`config.mk`:
```
export PLATFORM = sky130hd
export DESIGN_NAME = egress_cpld_gen
export DESIGN_NICKNAME = d
export VERILOG_FILES = /design/src/rtl/egress_cpld_gen.sv
export SDC_FILE = /design/constraint.sdc
export NUM_CORES = 1
export LEC_CHECK = 0
export CELL_PAD_IN_SITES_DETAIL_PLACEMENT = 0
export CELL_PAD_IN_SITES_GLOBAL_PLACEMENT = 1
export CORE_AREA = 10 10 138 140
export DETAILED_ROUTE_END_ITERATION = 8
export DIE_AREA = 0 0 148 150
export HOLD_SLACK_MARGIN = 0.15
export PLACE_DENSITY = 0.93
export SYNTH_ARGS = -nofsm -noshare
export SYNTH_HDL_FRONTEND = slang
export SYNTH_SLANG_ARGS = --single-unit
```
`constraint.sdc`:
```
create_clock -name clk -period 4.6 [get_ports clk]
set_clock_uncertainty 0.05 [all_clocks]
set_input_delay 0.92 -clock clk [delete_from_list [all_inputs] [get_ports clk]]
set_output_delay 0.92 -clock clk [all_outputs]
set_load 0.05 [all_outputs]
```
`src/rtl/egress_cpld_gen.sv`:
```
// egress_cpld_gen: answers one 1-DW MRd with a 3DW-header CplD on a 64-bit AXIS TX stream.
// Optional macro CPL_UR_EN: requests with length != 1 get a UR Cpl without data instead.
module egress_cpld_gen #(
    parameter int C_DATA_WIDTH = 64,
    parameter int C_RD_LAT     = 1
) (
    input  logic                      clk,
    input  logic                      rst_nm,
    input  logic [15:0]               cfg_completer_id,
    input  logic                      req_valid,
    output logic                      req_ready,
    input  logic [7:0]                req_tag,
    input  logic [15:0]               req_rid,
    input  logic [2:0]                req_tc,
    input  logic [1:0]                req_attr,
    input  logic [9:0]                req_len,
    input  logic [9:0]                req_addr,
    output logic                      rd_en,
    output logic [7:0]                rd_addr,
    input  logic [31:0]               rd_data,
    input  logic                      m_axis_tx_tready,
    output logic [C_DATA_WIDTH-1:0]   m_axis_tx_tdata,
    output logic [C_DATA_WIDTH/8-1:0] m_axis_tx_tkeep,
    output logic                      m_axis_tx_sop,
    output logic                      m_axis_tx_eop,
    output logic                      m_axis_tx_tvalid,
    output logic [3:0]                m_axis_tx_tuser,
    output logic                      cpl_busy
);

    localparam logic [2:0] S_IDLE  = 3'd0;
    localparam logic [2:0] S_RD    = 3'd1;
    localparam logic [2:0] S_WAIT  = 3'd2;
    localparam logic [2:0] S_BEAT0 = 3'd3;
    localparam logic [2:0] S_BEAT1 = 3'd4;

    localparam logic [1:0] LAT_LAST = 2'(C_RD_LAT - 1);

    logic [2:0]  state_q, state_d;
    logic [7:0]  tag_q, tag_d;
    logic [15:0] rid_q, rid_d;
    logic [2:0]  tc_q, tc_d;
    logic [1:0]  attr_q, attr_d;
    logic [7:0]  idx_q, idx_d;
    logic        ur_q, ur_d;
    logic [1:0]  lat_q, lat_d;
    logic [31:0] data_q, data_d;
    logic        tvalid_q, tvalid_d;
    logic        sop_q, sop_d;
    logic        eop_q, eop_d;
    logic [63:0] tdata_q, tdata_d;
    logic [7:0]  tkeep_q, tkeep_d;

    logic        is_ur;
    logic        unused_ok;
    logic [31:0] dw2;

`ifdef CPL_UR_EN
    assign is_ur     = (req_len != 10'd1);
    assign unused_ok = ^req_addr[1:0];
`else
    assign is_ur     = 1'b0;
    assign unused_ok = ^{req_addr[1:0], req_len};
`endif

    function automatic logic [31:0] hdr_dw0(input logic [2:0] tc,
                                            input logic [1:0] attr,
                                            input logic       ur);
        hdr_dw0 = {ur ? 3'b000 : 3'b010, 5'b01010, 1'b0, tc, 4'b0000,
                   1'b0, 1'b0, attr, 2'b00, ur ? 10'd0 : 10'd1};
    endfunction

    function automatic logic [31:0] hdr_dw1(input logic [15:0] cid,
                                            input logic        ur);
        hdr_dw1 = {cid, ur ? 3'b001 : 3'b000, 1'b0, 12'd4};
    endfunction

    // Lower address bits are rebuilt from the DW index; [1:0] are always zero.
    assign dw2 = {rid_q, tag_q, 1'b0, idx_q[4:0], 2'b00};

    always_comb begin
        state_d  = state_q;
        tag_d    = tag_q;
        rid_d    = rid_q;
        tc_d     = tc_q;
        attr_d   = attr_q;
        idx_d    = idx_q;
        ur_d     = ur_q;
        lat_d    = lat_q;
        data_d   = data_q;
        tvalid_d = tvalid_q;
        sop_d    = sop_q;
        eop_d    = eop_q;
        tdata_d  = tdata_q;
        tkeep_d  = tkeep_q;
        case (state_q)
            S_IDLE: begin
                if (req_valid) begin
                    tag_d  = req_tag;
                    rid_d  = req_rid;
                    tc_d   = req_tc;
                    attr_d = req_attr;
                    idx_d  = req_addr[9:2];
                    ur_d   = is_ur;
                    if (is_ur) begin
                        state_d  = S_BEAT0;
                        tvalid_d = 1'b1;
                        sop_d    = 1'b1;
                        eop_d    = 1'b0;
                        tkeep_d  = 8'hFF;
                        tdata_d  = {hdr_dw1(cfg_completer_id, 1'b1),
                                    hdr_dw0(req_tc, req_attr, 1'b1)};
                    end else begin
                        state_d = S_RD;
                    end
                end
            end
            S_RD: begin
                lat_d   = 2'd0;
                state_d = S_WAIT;
            end
            S_WAIT: begin
                if (lat_q == LAT_LAST) begin
                    data_d   = rd_data;
                    state_d  = S_BEAT0;
                    tvalid_d = 1'b1;
                    sop_d    = 1'b1;
                    eop_d    = 1'b0;
                    tkeep_d  = 8'hFF;
                    tdata_d  = {hdr_dw1(cfg_completer_id, 1'b0),
                                hdr_dw0(tc_q, attr_q, 1'b0)};
                end else begin
                    lat_d = lat_q + 2'd1;
                end
            end
            S_BEAT0: begin
                if (m_axis_tx_tready) begin
                    state_d = S_BEAT1;
                    sop_d   = 1'b0;
                    eop_d   = 1'b1;
                    tdata_d = {ur_q ? 32'h0 : data_q, dw2};
                    tkeep_d = ur_q ? 8'h0F : 8'hFF;
                end
            end
            S_BEAT1: begin
                if (m_axis_tx_tready) begin
                    state_d  = S_IDLE;
                    tvalid_d = 1'b0;
                    eop_d    = 1'b0;
                    tdata_d  = 64'h0;
                    tkeep_d  = 8'h00;
                end
            end
            default: state_d = S_IDLE;
        endcase
    end

    always_ff @(posedge clk) begin
        if (rst_nm) begin
            state_q  <= S_IDLE;
            tag_q    <= 8'h0;
            rid_q    <= 16'h0;
            tc_q     <= 3'h0;
            attr_q   <= 2'h0;
            idx_q    <= 8'h0;
            ur_q     <= 1'b0;
            lat_q    <= 2'd0;
            data_q   <= 32'h0;
            tvalid_q <= 1'b0;
            sop_q    <= 1'b0;
            eop_q    <= 1'b0;
            tdata_q  <= 64'h0;
            tkeep_q  <= 8'h00;
        end else begin
            state_q  <= state_d;
            tag_q    <= tag_d;
            rid_q    <= rid_d;
            tc_q     <= tc_d;
            attr_q   <= attr_d;
            idx_q    <= idx_d;
            ur_q     <= ur_d;
            lat_q    <= lat_d;
            data_q   <= data_d;
            tvalid_q <= tvalid_d;
            sop_q    <= sop_d;
            eop_q    <= eop_d;
            tdata_q  <= tdata_d;
            tkeep_q  <= tkeep_d;
        end
    end

    assign req_ready        = (state_q == S_IDLE);
    assign cpl_busy         = (state_q != S_IDLE);
    assign rd_en            = (state_q == S_RD);
    assign rd_addr          = idx_q;
    assign m_axis_tx_tvalid = tvalid_q;
    assign m_axis_tx_sop    = sop_q;
    assign m_axis_tx_eop    = eop_q;
    assign m_axis_tx_tdata  = tdata_q;
    assign m_axis_tx_tkeep  = tkeep_q;
    assign m_axis_tx_tuser  = 4'b0000;

endmodule
```
Word-level counts from Yosys, hierarchy flattened
Cells that the tools add are included.
{ "word_totals": {"ram_bits": 0, "output_inout_bits": 90, "in_bits": 101, "rom_bits": 0, "ff_bits": 149, "memories": 0, "latch_bits": 0, "word_cells": 59} }
{ "classes": {"shifts": 0, "eq_ne": 9, "addsub": 1, "bitwise_logic": 0, "reduce_logical": 14, "n_div": 0, "n_mul": 0, "order_cmp": 0, "n_mux": 22} }
{ "ops": {"columns": ["op", "count"], "rows": [
  ["64-bit 2-to-1 mux", 3],
  ["64-bit one-hot mux with 3 select lines", 1],
  ["8-bit 2-to-1 mux", 3],
  ["8-bit one-hot mux with 3 select lines", 1],
  ["3-bit one-hot mux with 5 select lines", 1],
  ["3-bit 2-to-1 mux", 4],
  ["2-bit != test, second input constant", 5],
  ["4-bit AND reduction", 2],
  ["3-bit by 2-bit equality test with 1-bit output, second input constant", 2],
  ["2-bit AND reduction", 3],
  ["3-bit AND reduction", 2],
  ["2-bit nonzero test", 3],
  ["3-bit nonzero test", 2],
  ["1-bit 2-to-1 mux", 4],
  ["1-bit one-hot mux with 2 select lines", 2],
  ["2-bit one-hot mux with 2 select lines", 1],
  ["3-bit by 1-bit equality test with 1-bit output, second input constant", 1],
  ["3-bit equality test, second input constant", 1],
  ["3-bit logical NOT", 1],
  ["1-bit one-hot mux with 3 select lines", 1],
  ["2-bit by 1-bit adder with 2-bit output, second input constant", 1],
  ["2-bit logical NOT", 1],
  ["2-bit 2-to-1 mux", 1]
]} }

Logic depth before layout (Yosys ltp)
Gate-level depths: netlist of the first run.
{ "logic_depth": {"depth_word": 3, "mapped_depth": 9, "ltp_nobuf": 6} }

Worst setup path after synthesis of the first run
No wires, ideal clock.
{ "synth_timing": {"path_type": "register -> output", "start": "register state_q[0]", "end": "output rd_en", "arrival_ns": 2.190, "stages_incl_launch_ff": 5, "path_slack_ns": 1.440, "required_time_ns": 3.630, "n_path_buf": 3, "cell_sequence": "dfxtp_1 > buf_4 > clkbuf_1 > buf_1 > nor3b_1"} }
{ "synth_between": {"elab_chain_len": 1} }
{ "synth_lines": {"columns": ["item", "line_no", "rtl"], "rows": [
  ["start: declaration", "39", "logic [2:0] state_q, state_d;"],
  ["start signal: assignment", "175", "state_q <= state_d;"],
  ["3-bit by 1-bit equality test with 1-bit output", "194", "assign rd_en = (state_q == S_RD);"],
  ["end: declaration", "18", "output logic rd_en,"]
]} }
Every way passes these cells.

Worst setup path in the final report of the first run
{ "layout_timing": {"start": "register state_q[2]", "end": "output req_ready"} }
{ "layout_between": {"elab_chain_len": 1} }
{ "layout_lines": {"columns": ["item", "line_no", "rtl"], "rows": [
  ["3-bit logical NOT", "192", "assign req_ready = (state_q == S_IDLE);"],
  ["end: declaration", "11", "output logic req_ready,"]
]} }
Every way passes these cells.

==> results of run 1 <==
worst min-delay path by stage:
stage	endpoint	slack [ns]	cells after the start
2_1_floorplan	data_q[19]	0.38	2
3_3_place_gp	data_q[25]	0.39	2
3_5_place_dp	data_q[25]	0.39	2
4_1_cts	data_q[25]	0.40	2
5_1_grt	data_q[27]	0.41	2
6_report	data_q[25]	0.40	2
synthesized netlist by cell type (2+ instances only):
master and number:
nand2_1 200, a21oi_1 146, dfxtp_1 140, nand3_1 38, clkbuf_1 33, buf_2 21
buf_4 16, nand3b_1 14, a21o_1 13, o2111ai_1 13, nor2_1 12, or3_1 10
nor3_1 8, o22ai_1 8, buf_1 5, inv_1 5, a31oi_1 2, nand2b_1 2
nand4bb_1 2, nor2b_1 2, nor3b_1 2, nor4_1 2, o21ai_0 2
state kept, by name, summed over array words and instances, names as in the netlist, 2 cells and up:
name and flops:
rd_addr 8, data_q 32, attr_q 2, m_axis_tx_tdata 62
lat_q 2, rid_q 16, tc_q 3, state_q 3
tag_q 8
kinds of logic (layout without fill, tap and decap cells):
logic type                 count (synthesis)  after routing  synth area share [%]
other                                      1              7                0.0672
buffers and inverters                     81            220                  7.13
and+or+nand+nor                          299            299                  24.1
AOI/OAI and AO/OA                        185            185                  18.3
DFF                                      140            140                  50.2
adders and majority gates                  1              1                 0.224
worst max-delay path, stage by stage (launching register included):
cell and delay, ns:
dfxtp_1 0.52, or3_1 0.45, inv_1 0.06, clkdlybuf4s50_1 0.80
routing by layer:
metal	GRT usage (%)	vias up	wire (µm)
met1	17.5	2386	7420
met5	0	-	0
met3	6.31	10	1360
li1	-	2637	-
met2	24.1	148	7950
met4	4.21	0	123
layout make-up:
class                   count  area (µm²)  share of cell area [%]
well taps                 220         275                    3.49
multi-input cells         491        2430                    30.8
clock buffers              24         472                    5.98
repair buffers            183        1800                    22.8
flip-flops and latches    140        2800                    35.5
inverters                   5        18.8                   0.238
clock inverters             8        87.6                    1.11
diodes                      1        2.50                  0.0317
power by group:
group          internal (mW)  switching, mW  total [mW]
clock                  0.775          0.509        1.28
combinational          0.216          0.382       0.598
sequential              1.28         0.0469        1.33
total                   2.27          0.937        3.21
==> summary.txt, run 1 <==
Global route
  – Overall global routing resource usage: 14.9%
  – Global-route wire length before repair: approximately 26 mm
  – Vias in the first global route: 5033
  – Largest net degree at the start of global routing: between 100 and 150
  – Initial antenna violation count: 1
  – Grt ovf: 0

Clock tree
  – PostCTS Resize Cnt: 0
  – TritonCTS clock tree: built
  – CTS max path bufs: 2
  – Setup Buffers After CTS: 0
  – Clock transition at path regs: ~0.05 ns
  – Clock sink total: 140
  – Max H-tree Level: 4
  – Clock Latency Late Sink: roughly 0.42 ns
  – Num CTS Buffers: 17
  – Hold_buf cts: 0
  – CTS root buf: clkbuf_16

Drt
  – Via/cell ratio: 4.83
  – Routed length per placed instance: between 15 and 20 µm
  – Drt total wl: ~17 mm
  – Starting DRC count in detailed routing: about 240
  – Vias: ~5200
  – Final ANT Viol Nets: 0
  – Drc violations: 0
  – Number of detailed-route iterations in the first pass: 5

Placement
  – Post-DP HPWL: ~11 mm
  – Port bufs: 172
  – Routability cong.: around 0.74
  – Cells after DPL: 1039
  – Area after DPL: roughly 7300 µm²
  – Pre-CTS WS: roughly 1.6 ns

Timing
  – Slew margin rel.: between 20 and 30%
  – Final worst path period share: a little over two thirds
  – Worst Hold Margin: approximately 0.40 ns
  – Setup-failing EPs final: 0
  – Hold Vio Cnt, Final: 0
  – Worst-margin pin slew: around 1.1 ns
  – Max-slew violation count: 0
  – Worst Slack Setup Final: approximately 1.4 ns
  – Unrepaired setup endpoints after global routing: no
  – Setup TNS: 0 ns
  – Tmin final: 3.22 ns
  – Max frequency: slightly above 0.3 GHz

Setup path
  – CP arrival: ~2.3 ns
  – Reg2reg path depth: 6
  – Critical Path Sink: req_ready
  – Setup crit end kind: output pin
  – Crit path max fanout: 20
  – Startpoint Class: register
  – Setup slack, reg-to-reg: roughly 1.7 ns
  – CP required: 3.63 ns
  – Worst reg2reg path startpoint: state_q[0]
  – Crit Reg-Reg Endpoint: m_axis_tx_tdata[22]
  – Setup Crit Path Kind: register to output pin
  – CP startpoint: state_q[2]

Floorplan
  – # rows: 47
  – I/O pins: approximately 190
  – Die W: between 100 and 150 µm
  – Initial core utilization: about a third
  – DIE AREA: around 22000 µm²
  – Core footprint: approximately 16000 µm²
  – Die Span Y: roughly 150 µm

Yosys
  – Yosys top cell by area: dfxtp_1
  – Ys Warns: 0
  – Fraction of registers with async set or reset after synthesis: 0%
  – Top cells by area, synth: dfxtp_1 (50%), nand2_1 (13%), a21oi_1 (13%), nand3_1 (3.4%), clkbuf_1 (2.2%)
  – Syn Inst Count: 707
  – Synth Cell Area: about 5600 µm²
  – Seq/Total Area, Yosys: between 50% and 60%
  – Yosys top cell area share: between 50 and 60%
  – Most used DFF post-synth: dfxtp_1
  – Syn_area_per_cell: 7.90 µm²
  – Post-synth EDFFs: 0
  – Seq cells post-synth: 140
  – Synth cell types: 34

Pwr
  – Power Dens Cells: a little over 400 nW/µm²
  – LEAKAGE: ~2.7 nW
  – Peak supply drop: 241 µV
  – Final Total Pwr: 3.21 mW

Layout
  – Fill count: 1635
  – Most frequent cells in the layout: nand2_1 (200), clkdlybuf4s50_1 (171), a21oi_1 (146)
  – Nets@finish: 940
  – Proportion of layout cells with a drive suffix above 1: 5.64%
  – Fin area: slightly below 8000 µm²
  – Syn-to-layout area delta: 41.3%
  – Final core utilization: 48.3%
  – Final Non-Filler Cells: approximately 1100
  – Leading cell type in the layout, fill and taps excluded: nand2_1

Flow run
  – Max Cap Viol: 0

Hold path
  – Worst hold start: data_q[25]
  – Worst hold path class: register to register

Outcome
  – Status: finished clean
(Power assumes the default switching activity.)
==> inputs of run 2 (changes only) <==
--- a/config.mk
+++ b/config.mk
@@ -7,11 +7,11 @@
 export LEC_CHECK = 0
 export CELL_PAD_IN_SITES_DETAIL_PLACEMENT = 0
 export CELL_PAD_IN_SITES_GLOBAL_PLACEMENT = 1
-export CORE_AREA = 10 10 138 140
+export CORE_AREA = 10 10 144 146
 export DETAILED_ROUTE_END_ITERATION = 8
-export DIE_AREA = 0 0 148 150
+export DIE_AREA = 0 0 154 156
 export HOLD_SLACK_MARGIN = 0.15
-export PLACE_DENSITY = 0.93
+export PLACE_DENSITY = 0.87
 export SYNTH_ARGS = -nofsm -noshare
 export SYNTH_HDL_FRONTEND = slang
 export SYNTH_SLANG_ARGS = --single-unit
==> constraint.sdc (replaced) <==
create_clock -name clk -period 3.2 [get_ports clk]
set_clock_uncertainty 0.05 [all_clocks]
set_input_delay 0.64 -clock clk [delete_from_list [all_inputs] [get_ports clk]]
set_output_delay 0.64 -clock clk [all_outputs]
set_load 0.05 [all_outputs]
==> run 2 against run 1 <==
Net effect: die area rose by 8.2%; utilization shrank 3.5 points; sequential power rose by 43%; sequential share of layout area fell by 0.41 points; clock power up 52%; cell count up 1.1%; routed wire length grew 2.2%; hold slack improved by 0.00061 ns; flip-flop and latch count unchanged; via count shrank 0.39%; critical endpoint unchanged; highest routed layer unchanged.
==> summary.txt, run 2 (same netlist as run 1, synthesis figures left out) <==
Drt
  – Drc violations: 0 (unchanged)
  – Number of detailed-route iterations in the first pass: 4 (-1)
  – Starting DRC count in detailed routing: 284 (+20%)
  – Routed length per placed instance: 15.9 µm (+1.0%)
  – Drt total wl: 17.2 mm (+2.2%)
  – Vias: 5161 (-0.39%)
  – Via/cell ratio: 4.76 (-1.5%)
  – Final ANT Viol Nets: 0 (unchanged)

Global route
  – Overall global routing resource usage: 14.1% (-0.78 points)
  – Grt ovf: 0 (unchanged)
  – Vias in the first global route: 5048 (+0.30%)
  – Global-route wire length before repair: 27.5 mm (+4.0%)
  – Largest net degree at the start of global routing: 77 (-24%)
  – Initial antenna violation count: 1 (unchanged)

Pwr
  – Switching power total: 1.36 mW (+45%)
  – Clock Power Share: 41.1% (+1.1 points)
  – Cell internal pwr: 3.37 mW (+48%)
  – Logic pwr share: 18.7% (about the same)
  – Peak supply drop: 364 µV (+51%)
  – Power Dens Cells: 592 nW/µm² (+46%)
  – Switching share of power: 28.8% (-0.43 points)
  – LEAKAGE: 2.80 nW (+2.2%)
  – Seq pwr share: 40.2% (-1.2 points)

Clock tree
  – Max H-tree Level: 4 (unchanged)
  – Setup Buffers After CTS: 0 (unchanged)
  – TritonCTS clock tree: built
  – PostCTS Resize Cnt: 0 (unchanged)
  – CTS root buf: clkbuf_16
  – CTS max path bufs: 2 (unchanged)
  – Clock sink total: 140 (unchanged)
  – Num CTS Buffers: 17 (unchanged)
  – Clock Latency Late Sink: 0.41 ns (about the same)
  – Hold_buf cts: 0 (unchanged)
  – Clock transition at path regs: 0.06 ns (about the same)

Setup path
  – Setup Crit Path Kind: register to output pin
  – CP startpoint: state_q[1]
  – Delay-heaviest family, CP: buffers and inverters
  – Worst reg2reg path startpoint: state_q[1]
  – CP cell instances: or3_1, inv_1, clkdlybuf4s50_1
  – Startpoint Class: register
  – Slowest CP cell: clkdlybuf4s50_1
  – Worst path max stage delay: 0.79 ns (about the same)
  – CP required: 2.51 ns (-1.12 ns)
  – Critical path buffer and inverter count: 2 (unchanged)
  – CP arrival: 2.17 ns (-0.08 ns)
  – Setup crit end kind: output pin
  – Crit path max fanout: 19 (-5.0%)

Floorplan
  – DIE AREA: 24000 µm² (+8.2%)
  – Core footprint: 17800 µm² (+9.1%)
  – Initial core utilization: 31.3% (-2.9 points)
  – Die W: 154 µm (+4.1%)
  – # rows: 49 (+4.3%)
  – I/O pins: 191 (unchanged)
  – Die Span Y: 156 µm (+4.0%)

Timing
  – Max-slew violation count: 0 (unchanged)
  – Max frequency: 0.350 GHz
  – Slew margin rel.: 47.4% (+18 points)
  – Final worst path period share: between 80% and 90%
  – Tmin final: 2.86 ns
  – Setup-failing EPs final: 0 (unchanged)
  – Unrepaired setup endpoints after global routing: no
  – Setup TNS: 0 ns (unchanged)
  – Worst-margin pin slew: 0.789 ns (-0.267 ns)
  – Hold Vio Cnt, Final: 0 (unchanged)

Placement
  – Routability cong.: 0.759 (+2.0%)
  – Post-DP HPWL: 11.2 mm (+0.77%)
  – Port bufs: 172 (unchanged)
  – Area after DPL: 7390 µm² (+0.91%)

Layout
  – Proportion of layout cells with a drive suffix above 1: 6.44% (+0.80 points)
  – Fin area: 7980 µm² (+1.2%)
  – Leading cell type in the layout, fill and taps excluded: nand2_1
  – Max reg flops: 62 (unchanged)
  – Nets@finish: 944 (+0.43%)
  – Most frequent cells in the layout: nand2_1 (200), clkdlybuf4s50_1 (171), a21oi_1 (146)
  – Final core utilization: 44.7% (-3.5 points)
  – Syn-to-layout area delta: 42.9%

Outcome
  – Status: finished clean

Hold path
  – Worst hold path class: register to register
  – Worst hold start: data_q[29]

Flow run
  – Max Cap Viol: 0 (unchanged)
run 2: changes by cell type in the layout (fill, tap and decap cells not counted), sizes merged:
cell / change
clkinvlp: -3
clkbuf: -3
buf: +4
bufinv: +1
clkinv: +3
inv: +1
run 2: layout make-up:
class / count / area, µm²
diodes: 1 / 2.50
clock buffers: 21 / 470
clock inverters: 10 / 115
fillers: 1803 / 9860
inverters: 5 / 18.8
multi-input cells: 491 / 2430
flip-flops and latches: 140 / 2800
well taps: 229 / 287
repair buffers: 187 / 1860
run 2: path summary, 6_finish.rpt:
check	end	slack [ns]	depth (start not counted)
max	req_ready	0.34	3
min	data_q[29]	0.40	2
max reg2reg	m_axis_tx_tdata[21]	1.03	4
min reg2reg	data_q[29]	0.40	2
run 2: power by group through the flow:
stage / Clock, mW / Sequential (mW) / Combinational, mW
finish: 1.94 / 1.90 / 0.883
global route: 2.07 / 1.91 / 0.958
CTS: 1.99 / 1.90 / 0.897
detailed placement: 0 / 1.94 / 0.895
global placement: 0 / 1.93 / 0.890
floorplan: 0 / 2.05 / 0.466
run 2: metrics by stage:
step	hold WS, ns	setup WS (ns)	instances	total power, mW
after global placement	0.387	0.522	1052	2.82
after global routing	0.411	0.196	1084	4.94
after CTS	0.400	0.306	1083	4.79
final	0.398	0.340	1084	4.73
after detailed placement	0.391	0.490	1052	2.83
after floorplan	0.381	0.320	712	2.51
run 2: worst register-to-register path, cell delays in order (launching register included):
cell and delay (ns):
dfxtp_1 0.71, nand4bb_1 0.26, and3_4 0.73, or3_1 0.24, a21oi_1 0.06
run 2: routing by layer:
metal	GRT usage [%]	vias to the layer above	part of all wire, %
li1	-	2650	-
met2	22.6	136	46
met3	5.35	13	7.1
met5	0	-	0
met4	4.63	0	1.1
met1	17.0	2362	45
==> inputs of run 3 (changes only) <==
--- a/config.mk
+++ b/config.mk
@@ -5,6 +5,7 @@
 export SDC_FILE = /design/constraint.sdc
 export NUM_CORES = 1
 export LEC_CHECK = 0
+export CAP_MARGIN = 5
 export CELL_PAD_IN_SITES_DETAIL_PLACEMENT = 0
 export CELL_PAD_IN_SITES_GLOBAL_PLACEMENT = 1
 export CORE_AREA = 10 10 144 146
==> results of run 3 <==
No change in the layout: final DEF, timing and power equal those of run 2.
